**src/rtl/ff_scan_pkg.sv**
```systemverilog
// Shared definitions for the flop-bank scan reader: FSM state encoding and
// the bit-counter width computation.
package ff_scan_pkg;

    typedef enum logic [1:0] {
        ST_IDLE  = 2'd0,
        ST_SHIFT = 2'd1,
        ST_PAR   = 2'd2,
        ST_DONE  = 2'd3
    } state_e;

    function automatic int cnt_width(input int width);
        return $clog2(width) + 1;
    endfunction

endpackage

```
**src/rtl/ff_scan_shreg.sv**
```systemverilog
// Loadable right-shift register feeding the serial output bit (LSB first).
// With FF_SCAN_READER_PARITY_EN the captured even parity is shifted in behind the data.
module ff_scan_shreg
    import ff_scan_pkg::*;
#(
    parameter int WIDTH = 8
) (
    input  logic             clk,
    input  logic             rst,
    input  logic             load_i,
    input  logic             shift_i,
    input  logic [WIDTH-1:0] data_i,
    output logic             sdo_o
);

    logic [WIDTH-1:0] shreg_q;
    logic             fill_s;

`ifdef FF_SCAN_READER_PARITY_EN
    logic par_q;

    // Parity of the captured vector; it becomes bit 0 after WIDTH shifts.
    always_ff @(posedge clk) begin
        if (rst) begin
            par_q <= 1'b0;
        end else if (load_i) begin
            par_q <= ^data_i;
        end
    end

    assign fill_s = par_q;
`else
    assign fill_s = 1'b0;
`endif

    // Capture or shift the data vector.
    always_ff @(posedge clk) begin
        if (rst) begin
            shreg_q <= {WIDTH{1'b0}};
        end else if (load_i) begin
            shreg_q <= data_i;
        end else if (shift_i) begin
            shreg_q <= {fill_s, shreg_q[WIDTH-1:1]};
        end
    end

    assign sdo_o = shreg_q[0];

endmodule

```
**src/rtl/ff_scan_reader.sv**
```systemverilog
// Captures a parallel flop vector and drains it serially over a valid/ready handshake.
// Optional trailing parity bit when FF_SCAN_READER_PARITY_EN is defined.
module ff_scan_reader
    import ff_scan_pkg::*;
#(
    parameter int WIDTH = 8
) (
    input  logic             clk,
    input  logic             rst,
    input  logic             cap_req,
    input  logic [WIDTH-1:0] par_in,
    output logic             sdo,
    output logic             sdo_valid,
    input  logic             sdo_ready,
    output logic             busy,
    output logic             done
);

    localparam int CNT_W = cnt_width(WIDTH);
    localparam logic [CNT_W-1:0] LAST_CNT = CNT_W'(WIDTH - 1);

    state_e           state_q;
    logic [CNT_W-1:0] cnt_q;
    logic             sdo_valid_q;
    logic             busy_q;
    logic             done_q;
    logic             load_s;
    logic             shift_s;

    assign load_s  = (state_q == ST_IDLE) && cap_req;
    assign shift_s = sdo_valid_q && sdo_ready;

    ff_scan_shreg #(
        .WIDTH (WIDTH)
    ) u_shreg (
        .clk     (clk),
        .rst     (rst),
        .load_i  (load_s),
        .shift_i (shift_s),
        .data_i  (par_in),
        .sdo_o   (sdo)
    );

    // Control FSM with registered handshake and status outputs.
    always_ff @(posedge clk) begin
        if (rst) begin
            state_q     <= ST_IDLE;
            cnt_q       <= {CNT_W{1'b0}};
            sdo_valid_q <= 1'b0;
            busy_q      <= 1'b0;
            done_q      <= 1'b0;
        end else begin
            case (state_q)
                ST_IDLE: begin
                    done_q <= 1'b0;
                    if (cap_req) begin
                        state_q     <= ST_SHIFT;
                        cnt_q       <= {CNT_W{1'b0}};
                        sdo_valid_q <= 1'b1;
                        busy_q      <= 1'b1;
                    end
                end
                ST_SHIFT: begin
                    if (shift_s) begin
                        cnt_q <= cnt_q + CNT_W'(1);
                        if (cnt_q == LAST_CNT) begin
`ifdef FF_SCAN_READER_PARITY_EN
                            state_q <= ST_PAR;
`else
                            state_q     <= ST_DONE;
                            sdo_valid_q <= 1'b0;
                            done_q      <= 1'b1;
`endif
                        end
                    end
                end
`ifdef FF_SCAN_READER_PARITY_EN
                ST_PAR: begin
                    if (shift_s) begin
                        state_q     <= ST_DONE;
                        sdo_valid_q <= 1'b0;
                        done_q      <= 1'b1;
                    end
                end
`endif
                ST_DONE: begin
                    state_q <= ST_IDLE;
                    busy_q  <= 1'b0;
                    done_q  <= 1'b0;
                end
                default: begin
                    state_q     <= ST_IDLE;
                    sdo_valid_q <= 1'b0;
                    busy_q      <= 1'b0;
                    done_q      <= 1'b0;
                end
            endcase
        end
    end

    assign sdo_valid = sdo_valid_q;
    assign busy      = busy_q;
    assign done      = done_q;

endmodule

```
**config.mk**
```make
export PLATFORM = sky130hd
export DESIGN_NAME = ff_scan_reader
export DESIGN_NICKNAME = d
export VERILOG_FILES = /design/src/rtl/ff_scan_pkg.sv /design/src/rtl/ff_scan_shreg.sv /design/src/rtl/ff_scan_reader.sv
export SDC_FILE = /design/constraint.sdc
export NUM_CORES = 1
export LEC_CHECK = 0
export CAP_MARGIN = 20
export CELL_PAD_IN_SITES_DETAIL_PLACEMENT = 2
export CELL_PAD_IN_SITES_GLOBAL_PLACEMENT = 2
export CORE_UTILIZATION = 29
export CTS_CLUSTER_SIZE = 14
export DETAILED_ROUTE_END_ITERATION = 6
export PLACE_DENSITY_LB_ADDON = 0.25
export RECOVER_POWER = 100
export SYNTH_ARGS = -nofsm -noshare
export SYNTH_HDL_FRONTEND = slang
export SYNTH_SLANG_ARGS = --single-unit
```
**constraint.sdc**
```tcl
create_clock -name clk -period 1.4 [get_ports clk]
set_input_delay 0.28 -clock clk [delete_from_list [all_inputs] [get_ports clk]]
set_output_delay 0.28 -clock clk [all_outputs]
set_load 0.02 [all_outputs]
```
---- Word level (Yosys, flattened, before mapping) ----
Cells that the tools add are included.
storage, ports and cells
  input port bits ......................... 12
  register bits after elaboration ......... 17
  word-level logic and storage cells ...... 40
  output and inout bits ................... 4
operators by class
  add/sub/neg operators ................... 1
  mux-type cells .......................... 14
  bitwise gates (word level) .............. 2
  reduce and logical (&&, ||, !) cells .... 11
  equality and inequality tests ........... 6
operators by type and width
  cell                   count
  $mux W8                2
  $mux W4                2
  $pmux W4 S2            1
  $mux W2                3
  $ne A2 B2 Y1 const B   3
  $reduce_and A3 Y1      2
  $add A4 B1 Y4 const B  1
  $eq A4 B3 Y1 const B   1
  $pmux W2 S2            1
  $reduce_and A2 Y1      2
  $reduce_and A4 Y1      1
  $reduce_bool A2 Y1     2
  $mux W1                3
  $pmux W1 S3            1
  $eq A2 B1 Y1 const B   1
  $eq A2 B2 Y1 const B   1
  $logic_and A1 B1 Y1    2
  $logic_not A2 Y1       1
  $not A1 Y1             2
  $pmux W1 S2            1
  $reduce_or A2 Y1       1

---- Depth between registers and ports, before layout ----
  depth in word-level cells ............... 4
  depth in mapped cells ................... 4
  gate-level depth less buffers ........... 4

---- Modules after synthesis ----
A second synthesis with hierarchy kept.
second synthesis, totals
  cells, all modules ...................... 81
  area total of the unflattened synthesis .. 789.5 µm²
by module, submodules not included
  module          area each (µm²)  sequential area each (µm²)  cells an instance  instances
  ff_scan_reader  420.4            180.2                       46                 1
  ff_scan_shreg   369.1            160.2                       35                 1

---- Worst setup path before layout ----
No wires, ideal clock.
  kind .................................... flip-flop to flip-flop
  from .................................... register sdo_valid_q, in the netlist sdo_valid
  to ...................................... register done_q, in the netlist done
  buffers on the path ..................... 1
  setup time .............................. 0.096 ns
  slack ................................... 0.162 ns
  arrival ................................. 1.142 ns
  cell stages (with the launch flop) ...... 5
  period minus slack after synthesis ...... 1.238 ns
  data required time ...................... 1.304 ns
  cells stage by stage .................... dfxtp_1 -> buf_2 -> nand2_1 -> o21bai_1 -> nor4b_1
on the way
  word-level cells in the longest chain between the ends .. 2
RTL lines
  what                                RTL line              text
  start: declaration                  ff_scan_reader.sv:24  logic sdo_valid_q;
  start signal: assignment            ff_scan_reader.sv:49  sdo_valid_q <= 1'b0;
  start signal: assignment            ff_scan_reader.sv:59  sdo_valid_q <= 1'b1;
  start signal: assignment            ff_scan_reader.sv:71  sdo_valid_q <= 1'b0;
  $logic_and A1 B1 Y1                 ff_scan_reader.sv:31  assign shift_s = sdo_valid_q && sdo_ready;
  $reduce_and A2 Y1 (no source line)  -
  end signal: assignment              ff_scan_reader.sv:51  done_q <= 1'b0;
  end signal: assignment              ff_scan_reader.sv:55  done_q <= 1'b0;
  end signal: assignment              ff_scan_reader.sv:72  done_q <= 1'b1;
  end: declaration                    ff_scan_reader.sv:26  logic done_q;
No other way between the ends.
A chain may end at the register's enable or synchronous reset.

---- Final worst setup path ----
  from .................................... input cap_req
  to ...................................... register cnt_q[2]
on the way
  word-level cells in the longest chain between the ends .. 2
RTL lines
  what                                RTL line              text
  start: declaration                  ff_scan_reader.sv:10  input logic cap_req,
  $ne A2 B2 Y1 (no source line)       -
  $reduce_and A3 Y1 (no source line)  -
  end signal: assignment              ff_scan_reader.sv:48  cnt_q <= {CNT_W{1'b0}};
  end signal: assignment              ff_scan_reader.sv:58  cnt_q <= {CNT_W{1'b0}};
  end signal: assignment              ff_scan_reader.sv:65  cnt_q <= cnt_q + CNT_W'(1);
  end: declaration                    ff_scan_reader.sv:23  logic [CNT_W-1:0] cnt_q;
No other way between the ends.

==> impl_results.md <==
- Run status: completed
- Final setup viols: 0
- Number of antenna repair diodes: 0
- Clock root buffer: sky130_fd_sc_hd__clkbuf_4
- Synthesized net count: 101
- PortBufs: 15
- CP Class: input port to flop
- Row count: 18
- Synth area leaders: sky130_fd_sc_hd__dfxtp_1, sky130_fd_sc_hd__a311oi_2, sky130_fd_sc_hd__nand3_1
- Top cells by instance count after synthesis: sky130_fd_sc_hd__dfxtp_1, sky130_fd_sc_hd__nand2_1, sky130_fd_sc_hd__nand3_1
- Detailed Place HPWL: 1674 µm
- Final global-route overflow total: 0
- Largest fanout on the critical path: 10
- Post-synth top area share: 0.4191
- Global-route usage over all layers: 0.1710
- Die extent in y: 54.92 µm
- Skew-Pair Late Insertion Delay: 0.30 ns
- Cell with the most instances after synthesis: sky130_fd_sc_hd__dfxtp_1
- Transition at the pin with the smallest max-transition slack: 0.3455 ns
- Initial antenna violation count: 0
- DRC violation total after the first TritonRoute iteration: 2
- Maximum number of pins on one net before global-route repair: 21
- Max Transition Viols Final: 0
- Peak supply drop: 0.4259 mV
- GR Util met2: 0.2992
- Setup repair after global routing missed its margin: false
- Synthesized flop and latch total: 17
- Vias in the first global route: 801
- Routed via count divided by cell count: 5.457
- Layout cell share with drive strength beyond 1: 0.1727
- Initial cell density of the core: 0.3163
- Total Die Area: 3016 µm²
- DRT antenna net count: 0
- CP cell instances: clkdlybuf4s50_1, or3b_4, a2bb2oi_1, o32ai_1
- # nets final: 124
- Clk buf depth: 2
- Top achievable clock speed: 0.7351 GHz
- Core area: 2567 µm²
- Power density over the cells: 941.5 nW/µm²
- Number of buffers inserted during clock tree synthesis: 3
- Average wire length per cell after detail routing: 16.66 µm
- Final core area utilization: 0.4050
- Share of flip-flops with an asynchronous set or reset: 0
- Part of the cycle the worst path needs: 0.9717
- Residual DRC: 0
- Number of enable flip-flop cells after synthesis: 0
- Total via count in the routed design: 764
- Max stage delay on crit path: 0.51 ns
- Distinct cell type count after synthesis: 25
- Share of synthesized area occupied by flip-flops and latches: 0.4191
- First-pass iteration count of the detailed router: 3
- Count of final hold-check violations: 0
- HP Class: flop to flop
- Cell area after technology mapping: 812.0 µm²
- Global-route layer with the greatest usage: met2
- Slew headroom: 0.7691
- Global-route met3 utilization: 0.04098
- Post-CTS setup buffers: 0
- Post-synthesis cell type with the largest combined area: sky130_fd_sc_hd__dfxtp_1
- Final setup skew: 0.001516 ns
- Layout Area Growth over Synthesis: 28.04%
- Maxcap violations: 0
- Synthesized netlist cell count: 88
- Boundary pin count: 16
- Synthesis warning total: 0
- CP max stage cell: sky130_fd_sc_hd__clkdlybuf4s50_1
- Die width: 54.92 µm
- Kind of start point of the critical path: input port
- Critical path data required time: 1.58 ns
- Total wirelength of the detailed-routed design: 2332 µm
- Final Wtd Congestion: 0.7072
- Static leakage: 0.3777 nW
- Most common flop cell mapped by yosys: sky130_fd_sc_hd__dfxtp_1
- Critical Path Sink Type: flop
- Met1 routing resource usage after global routing: 0.2007
- Overall power: 0.9789 mW
- CTS sink count: 17
- Clock tree from TritonCTS: yes
- Mean instance size in the synthesized netlist: 9.228 µm²
- Deepest level of the CTS H-tree: 1
- Arrival time of data at the critical path endpoint: 1.54 ns
- Reg clk slew, reported paths: 0.10 ns
- Clock period minus final worst setup slack: 1.360 ns
- Global-route wire length before repair: 3567 µm
## worst paths after layout
path | start | end | slack, ns | cells after the start
min reg2reg | u_shreg.shreg_q[7]$_SDFFE_PP0P_ | u_shreg.shreg_q[7]$_SDFFE_PP0P_ | 0.48 | 2
max reg2reg | state_q[1]$_SDFFE_PP0P_ | cnt_q[2]$_SDFFE_PP0P_ | 0.09 | 3
max | cap_req | cnt_q[2]$_SDFFE_PP0P_ | 0.04 | 4
min | u_shreg.shreg_q[7]$_SDFFE_PP0P_ | u_shreg.shreg_q[7]$_SDFFE_PP0P_ | 0.48 | 2
## worst max-delay path: cells and delay by family
family | cells | cell delay [ns]
AOI/OAI and AO/OA | 2 | 0.28
and+or+nand+nor | 1 | 0.47
buffers and inverters | 1 | 0.51
## where the power goes
part           internal, mW  leakage, nW  switching, mW
Combinational        0.0834        0.223         0.0899
Sequential            0.509        0.140         0.0174
Clock                 0.111       0.0150          0.168
## state kept, by name, indices dropped and copies added (netlist names)
| register | cells |
|---|---|
| u_shreg.shreg_q | 8 |
| cnt_q | 4 |
| state_q | 2 |
| busy | 1 |
| done | 1 |
| sdo_valid | 1 |
## cell type report
| class | count | area [µm²] |
|---|---|---|
| clock buffer | 4 | 26.28 |
| fill | 292 | 1528 |
| inverter | 3 | 11.26 |
| multi-input combinational | 63 | 419.2 |
| sequential | 17 | 340.3 |
| tap | 30 | 37.54 |
| timing repair buffer | 23 | 205.2 |
## stage by stage
stage	hold slack, ns	TNS (ns)	instance area (µm²)	instances	worst slack, ns
final	0.4780	0	1040	140	0.03955
after global routing	0.5136	0	1040	140	0.007793
after CTS	0.4854	0	1040	139	0.03415
after detailed placement	0.4699	-3.470	1018	135	-0.2865
after global placement	0.4607	-3.011	1018	135	-0.2637
after floorplan	0.4414	0	812.0	88	0.1624
## layout by cell type (no fill, tap or decap), types with 4 or more instances in the layout
master	netlist	final
sky130_fd_sc_hd__dlygate4sd2_1	0	4
sky130_fd_sc_hd__nand3_1	11	11
sky130_fd_sc_hd__nand2_1	12	12
sky130_fd_sc_hd__nor2_1	8	8
sky130_fd_sc_hd__clkdlybuf4s50_1	0	10
sky130_fd_sc_hd__dfxtp_1	17	17
sky130_fd_sc_hd__a311oi_2	7	5
sky130_fd_sc_hd__a21oi_1	5	5
sky130_fd_sc_hd__buf_4	0	8
## kinds of logic after synthesis
group,count (synthesis),synth area share
AOI/OAI and AO/OA,18,0.2311
adders and majority gates,1,0.01541
buffers and inverters,9,0.06470
DFF,17,0.4191
and+or+nand+nor,43,0.2696
## routing by layer
layer / up-vias / routed length (µm)
met3: 4 / 60
met5: - / 0
met1: 377 / 1090
met2: 11 / 1157
li1: 372 / -
met4: 0 / 23
## timing repair
action / 4_1_cts / 5_1_grt
hold buffers: 0 / 0
endpoints found under the setup margin: 4 / 4
resized for setup: 4 / 3
pin swaps: 0 / 1
cloned: 0 / 1
No activity file was read; power rests on OpenSTA's default activity.
